[src/rtl/data_mem_stage.sv]
// ---------------------------------------------------------------------------
// data_mem_stage
//
// This is the data-memory (DM) stage of the 8-bit MIPS-style pipeline. It
// sits between the EX and WB stages.
//
// The EX-stage ALU result (ans_ex) is used as a byte address into a
// 2**ADDR_W-entry RAM. The stage can store one byte to that address or load
// one byte from it. For ops that do not touch memory, ans_ex is passed
// through unchanged. The selected value is registered into ans_dm for
// writeback, so the stage has one cycle of latency.
//
// Ports:
//   clk            - system clock; all state updates on the rising edge
//   reset          - synchronous, active-high; clears ans_dm and every RAM word
//   ans_ex         - EX result: memory address, or the passthrough value
//   DM_data        - store data forwarded from EX
//   mem_rw_ex      - 1 = store, 0 = load
//   mem_en_ex      - 1 = memory access this cycle
//   mem_mux_sel_dm - 1 = register the memory read path, 0 = register ans_ex
//   ans_dm         - registered stage result to writeback
//
// Optional build macro:
//   DM_STORE_ECHO_EN - when defined, a store cycle with mem_mux_sel_dm=1
//                      registers DM_data into ans_dm. This makes the stored
//                      byte visible for debug and forwarding. When the macro
//                      is not defined, ans_dm receives 0x00 in that case.
// ---------------------------------------------------------------------------
module data_mem_stage #(
    parameter int DATA_W = 8,
    parameter int ADDR_W = 8
) (
    input  logic              clk,
    input  logic              reset,
    input  logic [DATA_W-1:0] ans_ex,
    input  logic [DATA_W-1:0] DM_data,
    input  logic              mem_rw_ex,
    input  logic              mem_en_ex,
    input  logic              mem_mux_sel_dm,
    output logic [DATA_W-1:0] ans_dm
);

    localparam int DEPTH = 2 ** ADDR_W;

    logic [DATA_W-1:0] mem [DEPTH];
    logic [ADDR_W-1:0] addr;
    logic              store_cycle;
    logic              load_cycle;
    logic [DATA_W-1:0] rd;
    logic [DATA_W-1:0] ans_next;

    assign addr        = ans_ex[ADDR_W-1:0];
    assign store_cycle = mem_en_ex &  mem_rw_ex;
    assign load_cycle  = mem_en_ex & ~mem_rw_ex;

    // Read data is combinational. It reads 0x00 whenever no load is
    // requested, so a store or an idle cycle on the memory path gives zero.
    always_comb begin
        rd = '0;
        if (load_cycle) begin
            rd = mem[addr];
        end
    end

    // Select what the writeback stage sees next. On a store with the memory
    // path selected, the echo build forwards the store data in place of
    // the zero read.
    always_comb begin
        ans_next = ans_ex;
        if (mem_mux_sel_dm) begin
`ifdef DM_STORE_ECHO_EN
            if (store_cycle) begin
                ans_next = DM_data;
            end else begin
                ans_next = rd;
            end
`else
            ans_next = rd;
`endif
        end
    end

    // Reset clears the entire RAM and takes priority over a store in the
    // same cycle. A store completes at the edge, so a load issued in the
    // following cycle already sees the new value.
    always_ff @(posedge clk) begin
        if (reset) begin
            for (int i = 0; i < DEPTH; i++) begin
                mem[i] <= '0;
            end
        end else if (store_cycle) begin
            mem[addr] <= DM_data;
        end
    end

    // Stage output register.
    always_ff @(posedge clk) begin
        if (reset) begin
            ans_dm <= '0;
        end else begin
            ans_dm <= ans_next;
        end
    end

endmodule

[config.mk]
export PLATFORM = sky130hd
export DESIGN_NAME = data_mem_stage
export DESIGN_NICKNAME = d
export VERILOG_FILES = /design/src/rtl/data_mem_stage.sv
export SDC_FILE = /design/constraint.sdc
export NUM_CORES = 2
export LEC_CHECK = 0
export BUFFER_PORTS_ARGS = -buffer_cell sky130_fd_sc_hd__buf_2
export CAP_MARGIN = 20
export CORE_MARGIN = 3
export CORE_UTILIZATION = 62
export DETAILED_ROUTE_END_ITERATION = 12
export PLACE_DENSITY = 0.84
export SYNTH_ARGS = -nofsm -noshare
export SYNTH_HDL_FRONTEND = slang
export SYNTH_SLANG_ARGS = --single-unit
[constraint.sdc]
create_clock -name clk -period 4.97 [get_ports clk]
set_input_delay 0.497 -clock clk [delete_from_list [all_inputs] [get_ports clk]]
set_output_delay 0.497 -clock clk [all_outputs]
set_load 0.02 [all_outputs]
Word-level counts from Yosys, hierarchy flattened
Memory sizes are Yosys's and may differ from the RTL's.
Index checks and enable logic that the tools add are counted.
- register bits: 8
- bits in writable memories: 2048
- input port bits: 21
- output and inout port bits: 8
- word-level logic and storage cells: 16
- memories: 1
- muxes and demuxes: 10
- bitwise logic cells: 3
- reductions and logical operators: 1
- memories (memory ; depth ; width ; rd ports ; clocked after memory_dff ; write ports ; line ; source):
    mem ; 256 ; 8 ; 1 ; 0 ; 256 ; 45 ; logic [DATA_W-1:0] mem [DEPTH];
- operator list (cell ; number):
    8-bit two-way mux ; 4
    8-bit OR reduction ; 1
    1-bit two-way mux ; 6
    1-bit bitwise AND ; 2
    1-bit NOT ; 1

Logic depth before layout (Yosys ltp)
- word-level depth: 6
- gate-level depth with buffers: 12
- depth with buffers taken out: 7

Worst setup path before layout
No wires, ideal clock.
- path type: input port to flip-flop
- from: input ans_ex[0]
- to: memory mem[219][0], enable pin
- setup time: 309 ps
- arrival time: 2381 ps
- required time: 4661 ps
- path slack: 2280 ps
- stages on the path: 9
- buffers on the path: 5
- cell sequence: buf_6 -> buf_6 -> buf_4 -> buf_4 -> nand2_1 -> or3_1 -> buf_2 -> nor2_1 -> or2_2
- RTL lines (element ; line ; source):
    from (decl) ; 35 ; input logic [DATA_W-1:0] ans_ex,
    to (decl) ; 45 ;

Worst setup path in the final report
- from: input ans_ex[5]
- to: register ans_dm[6]
- word-level cells in the longest chain between the ends: 3
- RTL lines (element ; line ; source):
    memory 256 x 8 bit ; -- ;
    8-bit two-way mux ; 60 ; if (load_cycle) begin
    8-bit two-way mux ; 70 ; if (mem_mux_sel_dm) begin
    to (signal assigned) ; 101 ; ans_dm <= ans_next;
    to (decl) ; 40 ; output logic [DATA_W-1:0] ans_dm
No other way between the ends.
A chain may end at the register's enable or synchronous reset.

==> impl_metrics.toml <==
[status]
status = "finished, final reports clean"

[sta]
worstMarginPinSlew_ns = 1.37
relSlewSlack_pct = 8.49
final-setup-viol-count = 0
hold_viol_final = 0
rsz0062_at_grt = "false"
finClkSkew_ns = 0.0570
hold_ws_ns = 0.124
setup_tns_ns = 0
fin_crit_ns = 3.99
drv_slew = 0
max_freq_mhz = 251
finalCritPeriodShare_pct = 80.2

[grt]
grt_pass1_vias = 55999
top_usage_layer = "met2"
grt_pass1_wl_um = 378000
overflow = 0
use_met2_pct = 49.2
grt_max_degree = 161
grtUsageMet1_pct = 42.7
grt_usage_pct = 32.8
antenna_found_initial = 13
use_met3_pct = 11.3

[worst_setup_path]
crit_chain = "buf_2, nor2b_1, nand3b_1, buf_4, o22ai_1, a211oi_1, a41oi_1, o311ai_1, o41ai_1, dlygate4sd3_1"
r2r_end = "ans_dm[6]$_SDFF_PP0_"
critPathCaptureType = "flop"
critPathBufInv = 3
cp_slowest_cell = "nor2b_1"
reg2reg_depth = 7
worstPathRequired_ns = 5.79
critPathLaunch = "ans_ex[5]"
startpoint_type = "input port"
ff2ff_setup_slack_ns = 1.79
crit_family = "buffers and inverters"
crit_arrival_ns = 4.81
crit_fanout = 25
path_class = "in2reg"
critPathMaxStageDelay_ns = 0.93
r2r-start = "mem[120][6]$_SDFFCE_PN0P_"

[job]
max-cap-violations = 0

[worst_hold_path]
hp-start = "ans_ex[6]"
hp-class = "in2reg"
min_to = "ans_dm[3]$_SDFF_PP0_"
hold_path_depth = 2

[layout]
fillers = 9481
layout-drive-gt1-share_pct = 17.5
multiInputGateArea_um2 = 31200
syn_to_final_growth_pct = 8.63
finalNetCount = 6309
register_area_um2 = 61700
stdcell_count = 8485

[power]
p_sw_share_pct = 23.2
power_mw = 37.7
pwr-share-clk_pct = 39.2
pwr-share-seq_pct = 53.6
p_leak_nw = 36.1
power_frac_comb_pct = 7.2
switchingPower_mw = 8.75
intPower_mw = 28.9
powerDensity_nw_per_um2 = 365
ir_drop_uv = 385

[die]
design.die.area_um2 = 158000
core_area_um2 = 152000
start_util_pct = 62.5
rows = 143
die_width_um = 398
die_h_um = 398
io_pins = 29

[route]
via_per_inst = 6.72
final_antenna_net_count = 0
wl_um = 258000
first_pass_iters = 10
vias = 56990
routedWlPerCell_um = 30.4
remaining_drc_errors = 0
drtIter0Drc = 8696

[yosys]
synth_area_um2 = 95100
synthTopCellsByArea = "edfxtp_1 (65%), and2_1 (13%), mux4_2 (9.2%), mux2i_1 (2.4%), or2_2 (1.7%)"
synth.top_cell.area_share_pct = 64.7
synth.largest_area_cell = "edfxtp_1"
ys_ff_latch = 2056
synthFlopType = "edfxtp_1"
syn-num-nets = 6428
synth_edf_count = 2048
async_flop_share_pct = 0
postSynthAreaPerCell_um2 = 14.8
yosys_warnings = 0
synth.distinct_cells = 61
postSynthCellCount = 6407
synth-seq-area-share_pct = 64.8

[place]
hpwl_um = 164000
port_buffers = 28
place_inst = 8114
place_congestion = 1.03

[clock_tree]
cts.clk_slew.worst_paths_ns = 0.07
cts_tree = "built"
h-tree-depth = 4
clock-sinks = 2056
clk_path_buf_depth = 3
worstSkewPairLatency_ns = 0.87
numCtsBuffers = 197
root_buffer = "clkbuf_16"
postCtsSetupBuffers = 0
==> power groups by stage <==
stage | Clock, mW | Sequential (mW) | Combinational [mW]
after detailed placement | 0 | 20.5 | 2.59
after global routing | 15.4 | 20.3 | 2.75
after CTS | 14.7 | 20.2 | 2.61
after global placement | 0 | 20.5 | 2.54
final | 14.8 | 20.2 | 2.70
after floorplan | 0 | 20.4 | 1.71
==> Yosys cell counts (all sizes together), types with 48 or more instances <==
| cell type | instances |
|---|---|
| edfxtp | 2048 |
| and2 | 1999 |
| mux4 | 401 |
| clkbuf | 334 |
| nor2 | 283 |
| or2 | 254 |
| mux2i | 232 |
| buf | 158 |
| a22oi | 123 |
| and3 | 64 |
| nand2 | 62 |
| nand3 | 48 |
==> layer usage <==
layer,vias to the layer above,wire (um)
li1,23375,-
met5,-,173
met3,906,36900
met4,14,16300
met2,4358,118000
met1,28337,87300
==> registers in the layout, summed over array words and instances, names as in the netlist <==
register and cells:
mem 2048, ans_dm 8
==> placed cells by master (no fill, tap or decap), types with 16 or more instances in the layout <==
master and instances:
o22ai_1 44, a22o_1 17, buf_4 121, nor2b_1 24, and2_1 1997, buf_2 16, or2_2 254, mux4_2 390
nand2_1 62, clkinv_1 32, and3_1 63, clkbuf_16 197, edfxtp_1 2048, a21oi_1 46, buf_12 21, a22oi_1 123
nand3_1 48, clkinv_2 37, clkbuf_1 49, mux2i_1 232, nor2_1 283, mux2_2 22, a221oi_1 41, o21ai_0 26
a211oi_1 19, a31oi_1 21
==> through the flow <==
stage / worst slack (ns) / area (um^2) / util [%]
floorplan: 2.28 / 95100 / -
global placement: 0.703 / 97000 / 63.7
detailed placement: 0.702 / 97000 / 63.7
CTS: 1.49 / 103000 / 67.8
global route: 1.04 / 103000 / 67.8
finish: 0.982 / 103000 / 67.9
==> worst max-delay path by stage <==
stage                                            to  slack, ns  cells after the start
final                          ans_dm[6]$_SDFF_PP0_       0.98                     10
after global placement         ans_dm[7]$_SDFF_PP0_       0.70                      9
after CTS                      ans_dm[6]$_SDFF_PP0_       1.49                     10
after global routing           ans_dm[6]$_SDFF_PP0_       1.04                     10
after floorplan           mem[219][0]$_SDFFCE_PN0P_       2.28                      9
after detailed placement       ans_dm[7]$_SDFF_PP0_       0.70                      9
==> logic make-up after synthesis <==
group | after synthesis | share of synthesized area [%]
buffers and inverters | 494 | 2.44
AND/OR/NAND/NOR | 2797 | 17.4
AO/OA/AOI/OAI | 405 | 3.07
flip-flops | 2056 | 64.8
multiplexers | 655 | 12.2
==> layout make-up <==
cell class | count | area share, %
clock inverter | 109 | 1.10
timing repair buffer | 175 | 1.61
inverter | 1 | 0.00363
multi-input combinational | 3857 | 30.2
clock buffer | 246 | 4.95
sequential | 2056 | 59.7
tap | 2030 | 2.46
antenna | 11 | 0.0266
==> worst reg2reg max path: cells and delay by family, from the launching register on <==
family / cells / cell delay, ns
DFF: 1 / 0.38
AOI/OAI and AO/OA: 3 / 0.69
and+or+nand+nor: 2 / 0.96
muxes: 1 / 0.50
buffers and inverters: 1 / 0.57
==> timing repair <==
action | in CTS | in global routing
hold endpoints to repair | 1 | 0
hold buffers | 2 | 0
gates resized for setup | 0 | 0
setup endpoints to repair | 0 | 0
No activity file was read; power rests on OpenSTA's default activity.
